`src/rtl/decode_pkg.sv`:
```
// Shared constants for the decode stage: opcodes, instruction field positions,
// immediate width and the register-writer classification.
package decode_pkg;

  localparam int INSTR_W = 32;
  localparam int REG_AW  = 5;
  localparam int IMM_W   = 14;

  localparam int OP_MSB = 31;
  localparam int OP_LSB = 24;
  localparam int RD_MSB = 23;
  localparam int RD_LSB = 19;
  localparam int RA_MSB = 18;
  localparam int RA_LSB = 14;
  localparam int RB_MSB = 13;
  localparam int RB_LSB = 9;

  localparam logic [7:0] OP_ADD      = 8'h00;
  localparam logic [7:0] OP_SUB      = 8'h01;
  localparam logic [7:0] OP_MUL      = 8'h02;
  localparam logic [7:0] OP_LDB      = 8'h10;
  localparam logic [7:0] OP_LDW      = 8'h11;
  localparam logic [7:0] OP_STB      = 8'h12;
  localparam logic [7:0] OP_STW      = 8'h13;
  localparam logic [7:0] OP_MOV      = 8'h14;
  localparam logic [7:0] OP_BEQ      = 8'h30;
  localparam logic [7:0] OP_JUMP     = 8'h31;
  localparam logic [7:0] OP_TLBWRITE = 8'h32;
  localparam logic [7:0] OP_IRET     = 8'h33;

  function automatic logic is_writer(input logic [7:0] op);
    case (op)
      OP_ADD, OP_SUB, OP_MUL, OP_LDB, OP_LDW, OP_MOV: return 1'b1;
      default:                                        return 1'b0;
    endcase
  endfunction

endpackage

```
`src/rtl/decode_if.sv`:
```
// Fetch-side, ALU-side, writeback and flush signals of the decode stage.
// slave = decode stage, master = surrounding pipeline.
interface decode_if
  import decode_pkg::*;
#(
  parameter int DATA_W = 32
);
  logic                in_valid;
  logic                in_ready;
  logic [INSTR_W-1:0]  in_instr;
  logic                out_valid;
  logic                out_ready;
  logic [7:0]          out_op;
  logic [DATA_W-1:0]   out_val1;
  logic [DATA_W-1:0]   out_val2;
  logic [DATA_W-1:0]   out_store_data;
  logic [REG_AW-1:0]   out_dst;
  logic                out_dst_en;
  logic                out_illegal;
  logic                wb_en;
  logic [REG_AW-1:0]   wb_dst;
  logic [DATA_W-1:0]   wb_data;
  logic                flush;

  modport slave (
    input  in_valid, in_instr, out_ready, wb_en, wb_dst, wb_data, flush,
    output in_ready, out_valid, out_op, out_val1, out_val2, out_store_data,
           out_dst, out_dst_en, out_illegal
  );

  modport master (
    output in_valid, in_instr, out_ready, wb_en, wb_dst, wb_data, flush,
    input  in_ready, out_valid, out_op, out_val1, out_val2, out_store_data,
           out_dst, out_dst_en, out_illegal
  );
endinterface

```
`src/rtl/decode_regfile.sv`:
```
// Architectural register file: three combinational read ports, one write port,
// R0 hardwired to zero.
module decode_regfile
  import decode_pkg::*;
#(
  parameter int DATA_W = 32,
  parameter int NREGS  = 32,
  parameter int NRD    = 3
) (
  input  logic                          clock,
  input  logic                          reset,
  input  logic [NRD-1:0][REG_AW-1:0]    raddr_i,
  output logic [NRD-1:0][DATA_W-1:0]    rdata_o,
  input  logic                          we_i,
  input  logic [REG_AW-1:0]             waddr_i,
  input  logic [DATA_W-1:0]             wdata_i
);
  logic [NREGS-1:0][DATA_W-1:0] mem_q;

  for (genvar p = 0; p < NRD; p++) begin : g_rd
    assign rdata_o[p] = (raddr_i[p] == '0) ? '0 : mem_q[raddr_i[p]];
  end

  always_ff @(posedge clock) begin
    if (reset)                        mem_q <= '0;
    else if (we_i && waddr_i != '0)   mem_q[waddr_i] <= wdata_i;
  end
endmodule

```
`src/rtl/decode_stage.sv`:
```
// Decode/operand-issue stage: regfile read, scoreboard hazard check, one-entry
// output register. Define DECODE_WB_BYPASS_EN to forward same-cycle writeback.
module decode_stage
  import decode_pkg::*;
#(
  parameter int DATA_W = 32,
  parameter int NREGS  = 32
) (
  input  logic     clock,
  input  logic     reset,
  decode_if.slave  dif
);
  typedef struct packed {
    logic [7:0]        op;
    logic [DATA_W-1:0] val1;
    logic [DATA_W-1:0] val2;
    logic [DATA_W-1:0] store_data;
    logic [REG_AW-1:0] dst;
    logic              dst_en;
    logic              illegal;
  } entry_t;

  logic [7:0]         op;
  logic [REG_AW-1:0]  rd, ra, rb;
  logic [DATA_W-1:0]  imm;
  logic [2:0][DATA_W-1:0] rf_rdata;
  logic [DATA_W-1:0]  opa, opb, opd;
  logic               hit_a, hit_b, hit_d;
  logic               use_a, use_b, use_d, hazard, accept;
  entry_t             dec, out_d, out_q;
  logic               out_valid_d, out_valid_q;
  logic [NREGS-1:0]   pend_d, pend_q;

  assign op  = dif.in_instr[OP_MSB:OP_LSB];
  assign rd  = dif.in_instr[RD_MSB:RD_LSB];
  assign ra  = dif.in_instr[RA_MSB:RA_LSB];
  assign rb  = dif.in_instr[RB_MSB:RB_LSB];
  assign imm = {{(DATA_W-IMM_W){dif.in_instr[IMM_W-1]}}, dif.in_instr[IMM_W-1:0]};

  decode_regfile #(.DATA_W(DATA_W), .NREGS(NREGS), .NRD(3)) u_rf (
    .clock   (clock),
    .reset   (reset),
    .raddr_i ({rd, rb, ra}),
    .rdata_o (rf_rdata),
    .we_i    (dif.wb_en),
    .waddr_i (dif.wb_dst),
    .wdata_i (dif.wb_data)
  );

`ifdef DECODE_WB_BYPASS_EN
  assign hit_a = dif.wb_en && (dif.wb_dst == ra) && (ra != '0);
  assign hit_b = dif.wb_en && (dif.wb_dst == rb) && (rb != '0);
  assign hit_d = dif.wb_en && (dif.wb_dst == rd) && (rd != '0);
`else
  // Without forwarding the array still holds the old value this cycle.
  assign hit_a = 1'b0;
  assign hit_b = 1'b0;
  assign hit_d = 1'b0;
`endif

  assign opa = hit_a ? dif.wb_data : rf_rdata[0];
  assign opb = hit_b ? dif.wb_data : rf_rdata[1];
  assign opd = hit_d ? dif.wb_data : rf_rdata[2];

  always_comb begin
    dec        = '0;
    dec.op     = op;
    dec.dst    = rd;
    dec.dst_en = is_writer(op) && (rd != '0);
    use_a      = 1'b0;
    use_b      = 1'b0;
    use_d      = 1'b0;
    case (op)
      OP_ADD, OP_SUB, OP_MUL, OP_BEQ, OP_TLBWRITE, OP_IRET: begin
        dec.val1 = opa; dec.val2 = opb; use_a = 1'b1; use_b = 1'b1;
      end
      OP_LDB, OP_LDW, OP_JUMP: begin
        dec.val1 = opa; dec.val2 = imm; use_a = 1'b1;
      end
      OP_STB, OP_STW: begin
        dec.val1 = opa; dec.val2 = imm; dec.store_data = opd;
        use_a = 1'b1; use_d = 1'b1;
      end
      OP_MOV:  dec.val1 = imm;
      default: dec.illegal = 1'b1;
    endcase
  end

  assign hazard = dif.in_valid &&
                  ((use_a && pend_q[ra] && !hit_a) ||
                   (use_b && pend_q[rb] && !hit_b) ||
                   (use_d && pend_q[rd] && !hit_d));

  assign dif.in_ready = (!out_valid_q || dif.out_ready) && !hazard && !dif.flush;
  assign accept       = dif.in_valid && dif.in_ready;

  always_comb begin
    out_d       = out_q;
    out_valid_d = out_valid_q;
    if (accept) begin
      out_d       = dec;
      out_valid_d = 1'b1;
    end else if (dif.flush || dif.out_ready) begin
      out_valid_d = 1'b0;
    end
  end

  // Clears apply before the set so a same-cycle issue keeps its pending bit.
  always_comb begin
    pend_d = pend_q;
    if (dif.wb_en)                                     pend_d[dif.wb_dst] = 1'b0;
    if (dif.flush && out_valid_q && out_q.dst_en)      pend_d[out_q.dst]  = 1'b0;
    if (accept && dec.dst_en)                          pend_d[dec.dst]    = 1'b1;
    pend_d[0] = 1'b0;
  end

  always_ff @(posedge clock) begin
    if (reset) begin
      out_q       <= '0;
      out_valid_q <= 1'b0;
      pend_q      <= '0;
    end else begin
      out_q       <= out_d;
      out_valid_q <= out_valid_d;
      pend_q      <= pend_d;
    end
  end

  assign dif.out_valid      = out_valid_q;
  assign dif.out_op         = out_q.op;
  assign dif.out_val1       = out_q.val1;
  assign dif.out_val2       = out_q.val2;
  assign dif.out_store_data = out_q.store_data;
  assign dif.out_dst        = out_q.dst;
  assign dif.out_dst_en     = out_q.dst_en;
  assign dif.out_illegal    = out_q.illegal;
endmodule

```
`src/flat_wrapper.sv`:
```
// flat-port wrapper written by rule: the top's interface ports become plain ports
module decode_stage_flat import decode_pkg::*;
#(
  parameter int DATA_W = 32,
  parameter int NREGS  = 32
)
  (clock, reset, dif_in_valid, dif_in_instr, dif_out_ready, dif_wb_en, dif_wb_dst, dif_wb_data, dif_flush, dif_in_ready, dif_out_valid, dif_out_op, dif_out_val1, dif_out_val2, dif_out_store_data, dif_out_dst, dif_out_dst_en, dif_out_illegal);
  decode_if #(.DATA_W(DATA_W)) dif_i ();
  input  logic clock;
  input  logic reset;
  input wire logic [$bits(dif_i.in_valid)-1:0] dif_in_valid;
  input wire logic [$bits(dif_i.in_instr)-1:0] dif_in_instr;
  input wire logic [$bits(dif_i.out_ready)-1:0] dif_out_ready;
  input wire logic [$bits(dif_i.wb_en)-1:0] dif_wb_en;
  input wire logic [$bits(dif_i.wb_dst)-1:0] dif_wb_dst;
  input wire logic [$bits(dif_i.wb_data)-1:0] dif_wb_data;
  input wire logic [$bits(dif_i.flush)-1:0] dif_flush;
  output wire logic [$bits(dif_i.in_ready)-1:0] dif_in_ready;
  output wire logic [$bits(dif_i.out_valid)-1:0] dif_out_valid;
  output wire logic [$bits(dif_i.out_op)-1:0] dif_out_op;
  output wire logic [$bits(dif_i.out_val1)-1:0] dif_out_val1;
  output wire logic [$bits(dif_i.out_val2)-1:0] dif_out_val2;
  output wire logic [$bits(dif_i.out_store_data)-1:0] dif_out_store_data;
  output wire logic [$bits(dif_i.out_dst)-1:0] dif_out_dst;
  output wire logic [$bits(dif_i.out_dst_en)-1:0] dif_out_dst_en;
  output wire logic [$bits(dif_i.out_illegal)-1:0] dif_out_illegal;
  assign dif_i.in_valid = dif_in_valid;
  assign dif_i.in_instr = dif_in_instr;
  assign dif_i.out_ready = dif_out_ready;
  assign dif_i.wb_en = dif_wb_en;
  assign dif_i.wb_dst = dif_wb_dst;
  assign dif_i.wb_data = dif_wb_data;
  assign dif_i.flush = dif_flush;
  assign dif_in_ready = dif_i.in_ready;
  assign dif_out_valid = dif_i.out_valid;
  assign dif_out_op = dif_i.out_op;
  assign dif_out_val1 = dif_i.out_val1;
  assign dif_out_val2 = dif_i.out_val2;
  assign dif_out_store_data = dif_i.out_store_data;
  assign dif_out_dst = dif_i.out_dst;
  assign dif_out_dst_en = dif_i.out_dst_en;
  assign dif_out_illegal = dif_i.out_illegal;
  decode_stage #(.DATA_W(DATA_W), .NREGS(NREGS)) u_core (.clock(clock), .reset(reset), .dif(dif_i));
endmodule
```
`config.mk`:
```
export PLATFORM = sky130hd
export DESIGN_NAME = decode_stage_flat
export DESIGN_NICKNAME = d
export VERILOG_FILES = /design/src/rtl/decode_pkg.sv /design/src/rtl/decode_if.sv /design/src/rtl/decode_regfile.sv /design/src/rtl/decode_stage.sv /design/src/flat_wrapper.sv
export SDC_FILE = /design/constraint.sdc
export NUM_CORES = 2
export LEC_CHECK = 0
export BUFFER_PORTS_ARGS = -buffer_cell sky130_fd_sc_hd__buf_2
export CAP_MARGIN = 20
export CORE_MARGIN = 1
export CORE_UTILIZATION = 28
export DETAILED_ROUTE_END_ITERATION = 12
export PLACE_DENSITY_LB_ADDON = 0.25
export SKIP_CTS_REPAIR_TIMING = 1
export SLEW_MARGIN = 15
export SYNTH_ARGS = -nofsm -noshare
export SYNTH_HDL_FRONTEND = slang
export SYNTH_SLANG_ARGS = --single-unit
export TNS_END_PERCENT = 50
```
`constraint.sdc`:
```
create_clock -name clock -period 6.5 [get_ports clock]
set_input_delay 1.95 -clock clock [delete_from_list [all_inputs] [get_ports clock]]
set_output_delay 1.95 -clock clock [all_outputs]
set_load 0.005 [all_outputs]
```
==> results.yml <==
global_route:
  antenna_found_initial: 46
  grt_overflow_total: 0
  grtUsageTotal_pct: 27.4
  grt_pass1_vias: 57121
  grt_first_pass_wirelength_um: 460000
  grt_max_degree: 204
timing:
  timing.final.crit_share_pct: 88.1
  setup_viol: 0
  fin_setup_tns_ns: 0
  finalCriticalPeriod_ns: 5.73
  finClkSkew_ns: 0.0523
  tightest_slew_ns: 1.27
  worst_slack_ns: 0.775
  report.final.slew_viol_count: 0
  rsz0062_at_grt: "no"
  whs_ns: 0.471
  hold_violations: 0
  relSlewSlack_pct: 15.0
  fmax_ghz: 0.175
floorplan:
  die-area_mm2: 0.237
  start_util_pct: 28.2
  chipHeight_um: 486
  rows: 177
  core_area_mm2: 0.233
  io_pins: 188
  die_w_um: 486
placed_design:
  portBuffers: 187
  dpl.hpwl_um: 193000
  gp_congestion: 0.901
  place_ws_ns: 0.803
  placedCellCount: 9722
  post_dp_cell_area_mm2: 0.0697
clock_network:
  cts_max_level: 4
  max-clock-path-buffers: 3
  insertion_delay_ns: 0.82
  cts_root_buf: "clkbuf_16"
  cts-buffers-inserted: 133
  tritoncts: "done"
  clkSlewWorstSetupHoldPaths_ns: 0.06
  clock-sinks: 1167
finish:
  area_growth_pct: 12.9
  final_area_mm2: 0.0742
  final_core_util_pct: 31.8
  stdcell_count: 9968
  final_cell_mix: "2,119 x nand2_1, 1,167 x dfxtp_1, 1,104 x a21oi_1"
  layout_commonest_cell: "nand2_1"
  drive_gt1_share_pct: 23.2
  nets: 6802
  nFillCells: 23874
routing:
  post-route-drc-count: 0
  dr.max_layer_used: "met5"
  route.met3.wl_um: 46400
  via_count: 61133
  met1_length_um: 128000
  routed_wl_um: 334000
  dr.first_iter.drc_count: 10230
  viasPerCell: 6.13
  wl_per_cell_um: 33.5
  dr.pass1.iters: 6
  wl_met2_um: 142000
  ant_nets: 0
power:
  powerDensity_mw_per_mm2: 228
  power.total_mw: 16.9
  p_leak_nw: 23.4
  peakVddDrop_v: 0.000155
min_path:
  hold_path_end: "u_core.dif.out_op[0]"
  hold_class: "reg -> reg"
  min_from: "u_core.dif.out_op[0]"
  worstHoldPathCells: 2
worst_setup_path:
  end_kind: "output port"
  startpoint_type: "input pin"
  timing.rr.start: "u_core.pend_q[5]"
  critPathRequiredTime_ns: 4.55
  r2r_end: "u_core.dif.out_val2[8]"
  ff2ff_setup_slack_ns: 2.79
  critPathMaxFanout: 19
  worstSetupPathType: "in -> out"
  r2r_cells: 9
  arrival_ns: 3.78
yosys:
  syn_area_mm2: 0.0657
  syn_nets: 7056
  synth_warnings: 0
  ys_async_sr_fraction_pct: 0
  yosysSeqAreaShare_pct: 35.6
  ys_seq_elements: 1167
  avgSynthCellArea_um2: 9.41
  synth.distinct_cells: 68
  synthCells: 6981
  synth_edf_count: 0
  synth_ff_type: "dfxtp_1"
run:
  drv_cap: 0
outcome:
  run_status: "finished, final reports clean"
-- how the worst max path moves through the flow --
stage,cells past startpoint,endpoint,startpoint
CTS,7,dif_in_ready,dif_in_instr[16]
finish,7,dif_in_ready,dif_in_instr[16]
floorplan,8,dif_in_ready,dif_in_instr[11]
detailed placement,7,dif_in_ready,dif_in_instr[16]
global placement,7,dif_in_ready,dif_in_instr[16]
global route,7,dif_in_ready,dif_in_instr[16]
-- cell families after synthesis --
| group | count (synthesis) | synth area share [%] |
|---|---|---|
| and+or+nand+nor | 2461 | 15.0 |
| buffers and inverters | 772 | 4.98 |
| AOI/OAI and AO/OA | 1601 | 14.3 |
| muxes | 978 | 30.1 |
| xor gates and xnor gates | 2 | 0.0267 |
| DFF | 1167 | 35.6 |
-- synthesized netlist by cell type, types with 50 or more instances --
master    instances  area share [%]
mux4_2          789              27
buf_2           133             1.0
buf_4            52            0.59
nand2_1        2152              12
a22oi_1         162             1.9
clkbuf_1        546             3.1
nor2_1           50            0.29
mux2_2           73             1.3
dfxtp_1        1167              36
a211oi_1         64            0.73
mux2i_1         116             1.8
a21oi_1        1104             8.4
-- area by class of cell --
type,count,area (µm²),area share (%)
tap,3132,3920,5.28
inverter,9,35.0,0.0472
multi-input combinational,5042,39500,53.2
clock buffer,188,3880,5.23
sequential,1167,23400,31.5
antenna,12,30.0,0.0405
timing repair buffer,374,2880,3.88
clock inverter,44,582,0.784
-- per-layer routing --
metal / up-vias / track usage [%]
li1: 24989 / -
met1: 30657 / 36.1
met2: 4533 / 39.9
met3: 912 / 9.38
met4: 42 / 13.2
met5: - / 0
-- sequential cells by signal, indices dropped and copies added (netlist names) --
signal	count
u_core.dif.out_valid	1
u_core.dif.out_store_data	32
u_core.u_rf.mem_q	1024
u_core.dif.out_val2	32
u_core.dif.out_illegal	1
u_core.dif.out_dst_en	1
u_core.dif.out_op	8
u_core.dif.out_dst	5
u_core.dif.out_val1	32
u_core.pend_q	31
-- critical path, stage by stage --
cell,delay [ns]
buf_4,0.31
mux4_2,0.55
a211o_1,0.31
nand4_1,0.20
o211ai_4,0.10
a21boi_0,0.20
buf_2,0.14
-- where the power goes --
part           switching (mW)  internal (mW)  leakage [nW]
clock network            3.45           4.51          2.20
registers              0.0794           7.23          9.42
logic                    1.16          0.468          11.8
total                    4.68           12.2          23.4
No activity file was read; power rests on OpenSTA's default activity.
